$ cat src/rtl/queue_pkg.sv
// rtl/queue_pkg.sv - shared width helpers and lane-slice macro for the multi-port queue
`ifndef QUEUE_PKG_SV
`define QUEUE_PKG_SV

`define LANE(bus, i, w) bus[(i)*(w) +: (w)]

package queue_pkg;

    function automatic int ptr_width(input int len);
        return (len <= 2) ? 1 : $clog2(len);
    endfunction

    function automatic int cnt_width(input int len);
        return $clog2(len + 1);
    endfunction

endpackage

`endif

$ cat src/rtl/queue_ptr_adv.sv
// rtl/queue_ptr_adv.sv - combinational modulo-LENGTH pointer adder
module queue_ptr_adv
    import queue_pkg::*;
#(
    parameter int LENGTH = 16,
    parameter int NW     = cnt_width(LENGTH)
) (
    input  logic [ptr_width(LENGTH)-1:0] ptr_i,
    input  logic [NW-1:0]                n_i,
    output logic [ptr_width(LENGTH)-1:0] next_ptr_o
);

    localparam int PW = ptr_width(LENGTH);
    localparam int SW = ((PW > NW) ? PW : NW) + 1;

    logic [SW-1:0] raw_sum;
    logic [SW-1:0] wrapped;

    // A single conditional subtract suffices because n never exceeds LENGTH.
    always_comb begin
        raw_sum    = SW'(ptr_i) + SW'(n_i);
        wrapped    = (raw_sum >= SW'(LENGTH)) ? (raw_sum - SW'(LENGTH)) : raw_sum;
        next_ptr_o = wrapped[PW-1:0];
    end

endmodule

$ cat src/rtl/multi_port_queue.sv
// rtl/multi_port_queue.sv - circular FIFO with lane-packed enqueue and partial dequeue grants
module multi_port_queue
    import queue_pkg::*;
#(
    parameter int LENGTH    = 16,
    parameter int WIDTH     = 32,
    parameter int ENQ_PORTS = 2,
    parameter int DEQ_PORTS = 2,
    parameter int AF_THRESH = 12
) (
    input  logic                          clk,
    input  logic                          reset,
    input  logic                          stall,
    input  logic                          flush,
    input  logic [ENQ_PORTS-1:0]          enq_valid,
    input  logic [ENQ_PORTS*WIDTH-1:0]    enq_data,
    input  logic [$clog2(DEQ_PORTS+1)-1:0] deq_req,
    output logic [DEQ_PORTS-1:0]          deq_valid,
    output logic [DEQ_PORTS*WIDTH-1:0]    deq_data,
    output logic [cnt_width(LENGTH)-1:0]  count,
    output logic                          halt,
    output logic                          almost_full
);

    localparam int PW = ptr_width(LENGTH);
    localparam int CW = cnt_width(LENGTH);

    logic [WIDTH-1:0]           mem_q [LENGTH];
    logic [PW-1:0]              head_q, head_d;
    logic [PW-1:0]              tail_q, tail_d;
    logic [CW-1:0]              count_q, count_d;
    logic [DEQ_PORTS-1:0]       deq_valid_q, deq_valid_d;
    logic [DEQ_PORTS*WIDTH-1:0] deq_data_q, deq_data_d;
    logic [CW-1:0]              enq_n, deq_n, free_n;
    logic [PW-1:0]              widx [ENQ_PORTS];
    logic [PW-1:0]              ridx [DEQ_PORTS];

    assign free_n      = CW'(LENGTH) - count_q;
    assign halt        = int'(free_n) < ENQ_PORTS;
    assign almost_full = int'(count_q) >= AF_THRESH;

    // Only the unbroken run of valid lanes from lane 0 is accepted.
    always_comb begin
        enq_n = '0;
        if (!halt) begin
            for (int i = 0; i < ENQ_PORTS; i++) begin
                if (enq_valid[i] && (enq_n == CW'(i))) enq_n = CW'(i + 1);
            end
        end
    end

    always_comb begin
        deq_n = '0;
        if (!stall) begin
            deq_n = (int'(deq_req) > DEQ_PORTS) ? CW'(DEQ_PORTS) : CW'(deq_req);
            if (count_q < deq_n) deq_n = count_q;
        end
    end

    for (genvar i = 0; i < ENQ_PORTS; i++) begin : g_widx
        queue_ptr_adv #(.LENGTH(LENGTH), .NW(CW)) u_widx (
            .ptr_i(tail_q), .n_i(CW'(i)), .next_ptr_o(widx[i])
        );
    end

    for (genvar j = 0; j < DEQ_PORTS; j++) begin : g_ridx
        queue_ptr_adv #(.LENGTH(LENGTH), .NW(CW)) u_ridx (
            .ptr_i(head_q), .n_i(CW'(j)), .next_ptr_o(ridx[j])
        );
    end

    queue_ptr_adv #(.LENGTH(LENGTH), .NW(CW)) u_head (
        .ptr_i(head_q), .n_i(deq_n), .next_ptr_o(head_d)
    );

    queue_ptr_adv #(.LENGTH(LENGTH), .NW(CW)) u_tail (
        .ptr_i(tail_q), .n_i(enq_n), .next_ptr_o(tail_d)
    );

    always_comb begin
        deq_valid_d = '0;
        deq_data_d  = '0;
        for (int j = 0; j < DEQ_PORTS; j++) begin
            if (CW'(j) < deq_n) begin
                deq_valid_d[j]               = 1'b1;
                `LANE(deq_data_d, j, WIDTH) = mem_q[ridx[j]];
            end
        end
    end

    assign count_d = count_q + enq_n - deq_n;

    always_ff @(posedge clk or negedge reset) begin
        if (!reset) begin
            for (int i = 0; i < LENGTH; i++) mem_q[i] <= '0;
            head_q      <= '0;
            tail_q      <= '0;
            count_q     <= '0;
            deq_valid_q <= '0;
            deq_data_q  <= '0;
        end else if (flush) begin
            for (int i = 0; i < LENGTH; i++) mem_q[i] <= '0;
            head_q      <= '0;
            tail_q      <= '0;
            count_q     <= '0;
            deq_valid_q <= '0;
            deq_data_q  <= '0;
        end else begin
            for (int i = 0; i < ENQ_PORTS; i++) begin
                if (CW'(i) < enq_n) mem_q[widx[i]] <= `LANE(enq_data, i, WIDTH);
            end
            head_q      <= head_d;
            tail_q      <= tail_d;
            count_q     <= count_d;
            deq_valid_q <= deq_valid_d;
            deq_data_q  <= deq_data_d;
        end
    end

    assign deq_valid = deq_valid_q;
    assign deq_data  = deq_data_q;
    assign count     = count_q;

endmodule

$ cat config.mk
export PLATFORM = sky130hd
export DESIGN_NAME = multi_port_queue
export DESIGN_NICKNAME = d
export VERILOG_FILES = /design/src/rtl/queue_pkg.sv /design/src/rtl/queue_ptr_adv.sv /design/src/rtl/multi_port_queue.sv
export SDC_FILE = /design/constraint.sdc
export NUM_CORES = 2
export LEC_CHECK = 0
export CAP_MARGIN = 20
export CORE_MARGIN = 4
export CORE_UTILIZATION = 44
export CTS_CLUSTER_DIAMETER = 150
export DETAILED_ROUTE_END_ITERATION = 10
export RECOVER_POWER = 100
export SLEW_MARGIN = 20
export SYNTH_ARGS = -nofsm -noshare
export SYNTH_HDL_FRONTEND = slang
export SYNTH_HIERARCHICAL = 1
export SYNTH_SLANG_ARGS = --single-unit
$ cat constraint.sdc
create_clock -name clk -period 3.7 [get_ports clk]
set_clock_uncertainty 0.15 [all_clocks]
set_input_delay 0.74 -clock clk [delete_from_list [all_inputs] [get_ports clk]]
set_output_delay 0.74 -clock clk [all_outputs]
set_load 0.02 [all_outputs]
==> impl_metrics.toml <==
[sta]
min_period_ns = 3.59
fin_crit_sh_pct = 96.9
final_hold_viol_count = 0
tightest_slew_ns = 2.58
rsz0062_at_grt = "no"
max_freq_mhz = 279
relSlewSlack_pct = -72.0
drv_slew = 78
setup_slack_ns = 0.113
hold_slack_ns = 0.407
setup_viol = 0

[finish]
multi_input_area_um2 = 19300
nets = 3062
fin_util_pct = 52.0
area_growth_pct = 16.4
regArea_um2 = 14800
layout-drive-gt1-share_pct = 22.9
fill_cells = 6834

[critical_path]
cp.arrival_ns = 3.90
crit_start = "head_q[0]"
crit_fanout = 32
startpoint_type = "register"
path_class = "register to register"
end_kind = "register"
worstPathRequired_ns = 4.01
reg2reg_from = "head_q[0]"

[global_route]
grt-ovfl-total = 0
grt_pass1_wl_um = 214000
antenna_found_initial = 2
grt_max_degree = 177
grt_pass1_vias = 32200
grt_usage_pct = 33.2

[status]
outcome = "finished, violations left"
violations = "max-capacitance violations, max-slew violations"

[floorplanning]
io_pins = 145
die_y_um = 292
die_area_um2 = 85200
dieWidth_um = 292
rows = 103
start_util_pct = 44.7
coreArea_um2 = 79400

[pwr]
max-vdd-ir-drop_mv = 0.707
leakage_nw = 15.7
p_int_mw = 15.8
switching_power_mw = 11.2
p_per_area_nw_per_um2 = 656
clkPwrFrac_pct = 27.1
p_comb_share_pct = 44.4
pwr-share-seq_pct = 28.5
p_sw_share_pct = 41.5

[run]
maxCapViolCount = 1

[clocking]
clk_path_buf_depth = 3
path_clk_slew_ns = 0.06
numClockSinks = 591
htree_levels = 3
hold_buffers = 0
cts_root_buffer = "clkbuf_16"
tritoncts = "built"
cts_buffers = 70
insertion_delay_ns = 0.62

[synth]
syn_area_per_cell_um2 = 12.0
synthCells = 2952
syn_area_um2 = 35500
ys_warn_count = 6

[drt]
drt_iter0_markers = 4435
firstDrtPassIters = 7
drc = 0
via_per_inst = 7.71
vias = 31300
ant_nets = 0
wire_per_inst_um = 35.5
wl_um = 144000

[hold_path]
hold_path.class = "input port to register"
hp-start = "flush"

[place]
port_buffers = 144
hpwl_um = 82200
place_ws_ns = -0.414
place_congestion = 0.872
[through the flow]
stage | std cells | total power [mW] | setup TNS [ns] | cell area, um^2
2_1_floorplan | 2972 | 14.7 | 0 | 35600
3_3_place_gp | 3929 | 19.4 | -1.06 | 39200
3_5_place_dp | 3929 | 19.6 | -1.29 | 39200
4_1_cts | 4054 | 26.9 | 0 | 41600
5_1_grt | 4056 | 27.8 | 0 | 41300
6_report | 4057 | 27.1 | 0 | 41300
[placed cells by master, fill, tap and decap left out, drive strengths merged, types with 52 or more instances in the layout]
| cell type | count |
|---|---|
| clkbuf | 128 |
| dfrtp | 591 |
| mux4 | 320 |
| nor2b | 75 |
| a211oi | 452 |
| clkdlybuf4s50 | 68 |
| buf | 136 |
| inv | 52 |
| nand2 | 104 |
| nor2 | 249 |
| a221oi | 448 |
| dlygate4sd3 | 72 |
[repair_timing]
action / CTS / global route
setup endpoints to repair: 1 / 1
pin swaps: 0 / 1
resized for setup: 1 / 1
setup buffers: 0 / 2
[worst max-delay path: stages (launching register included)]
cell and delay (ns):
dfrtp_1 0.45, ha_1 0.27, fa_4 0.75, clkbuf_4 0.96, mux4_2 0.64, nor2b_1 0.21
[state kept, by name (all words and copies together) (netlist names)]
signal     count
deq_valid      2
head_q         4
mem_q        512
deq_data      64
tail_q         4
count          5
[cell type report]
type | count | area share [%]
multi-input cells | 1932 | 46.7
flip-flops and latches | 591 | 35.8
repair buffers | 309 | 8.01
clock buffers | 96 | 4.95
well taps | 1050 | 3.18
clock inverters | 29 | 0.891
inverters | 49 | 0.445
diodes | 1 | 0.00606
[power groups by stage]
stage | combinational (mW) | clock, mW | sequential [mW]
floorplan | 7.07 | 0 | 7.68
global placement | 11.7 | 0 | 7.76
detailed placement | 11.8 | 0 | 7.81
CTS | 11.9 | 7.38 | 7.71
global route | 12.4 | 7.63 | 7.80
finish | 12.0 | 7.33 | 7.72
[final timing paths]
kind	cells past startpoint	endpoint	slack, ns
worst max-delay path	5	deq_data[54]	0.11
worst min-delay path	2	mem_q[508]	0.41
worst max register to register	5	deq_data[54]	0.11
worst min register to register	2	mem_q[499]	0.42
max in group asynchronous	2	mem_q[242]	0.49
min in group asynchronous	1	head_q[1]	0.76
[metal layers]
metal	GRT usage, %	up-vias	part of all wire, %
met4	20.2	0	7.6
li1	-	12200	-
met2	51.1	2605	45
met5	0	-	0
met1	41.9	15800	35
met3	9.46	735	13
No activity file was read; power rests on OpenSTA's default activity.
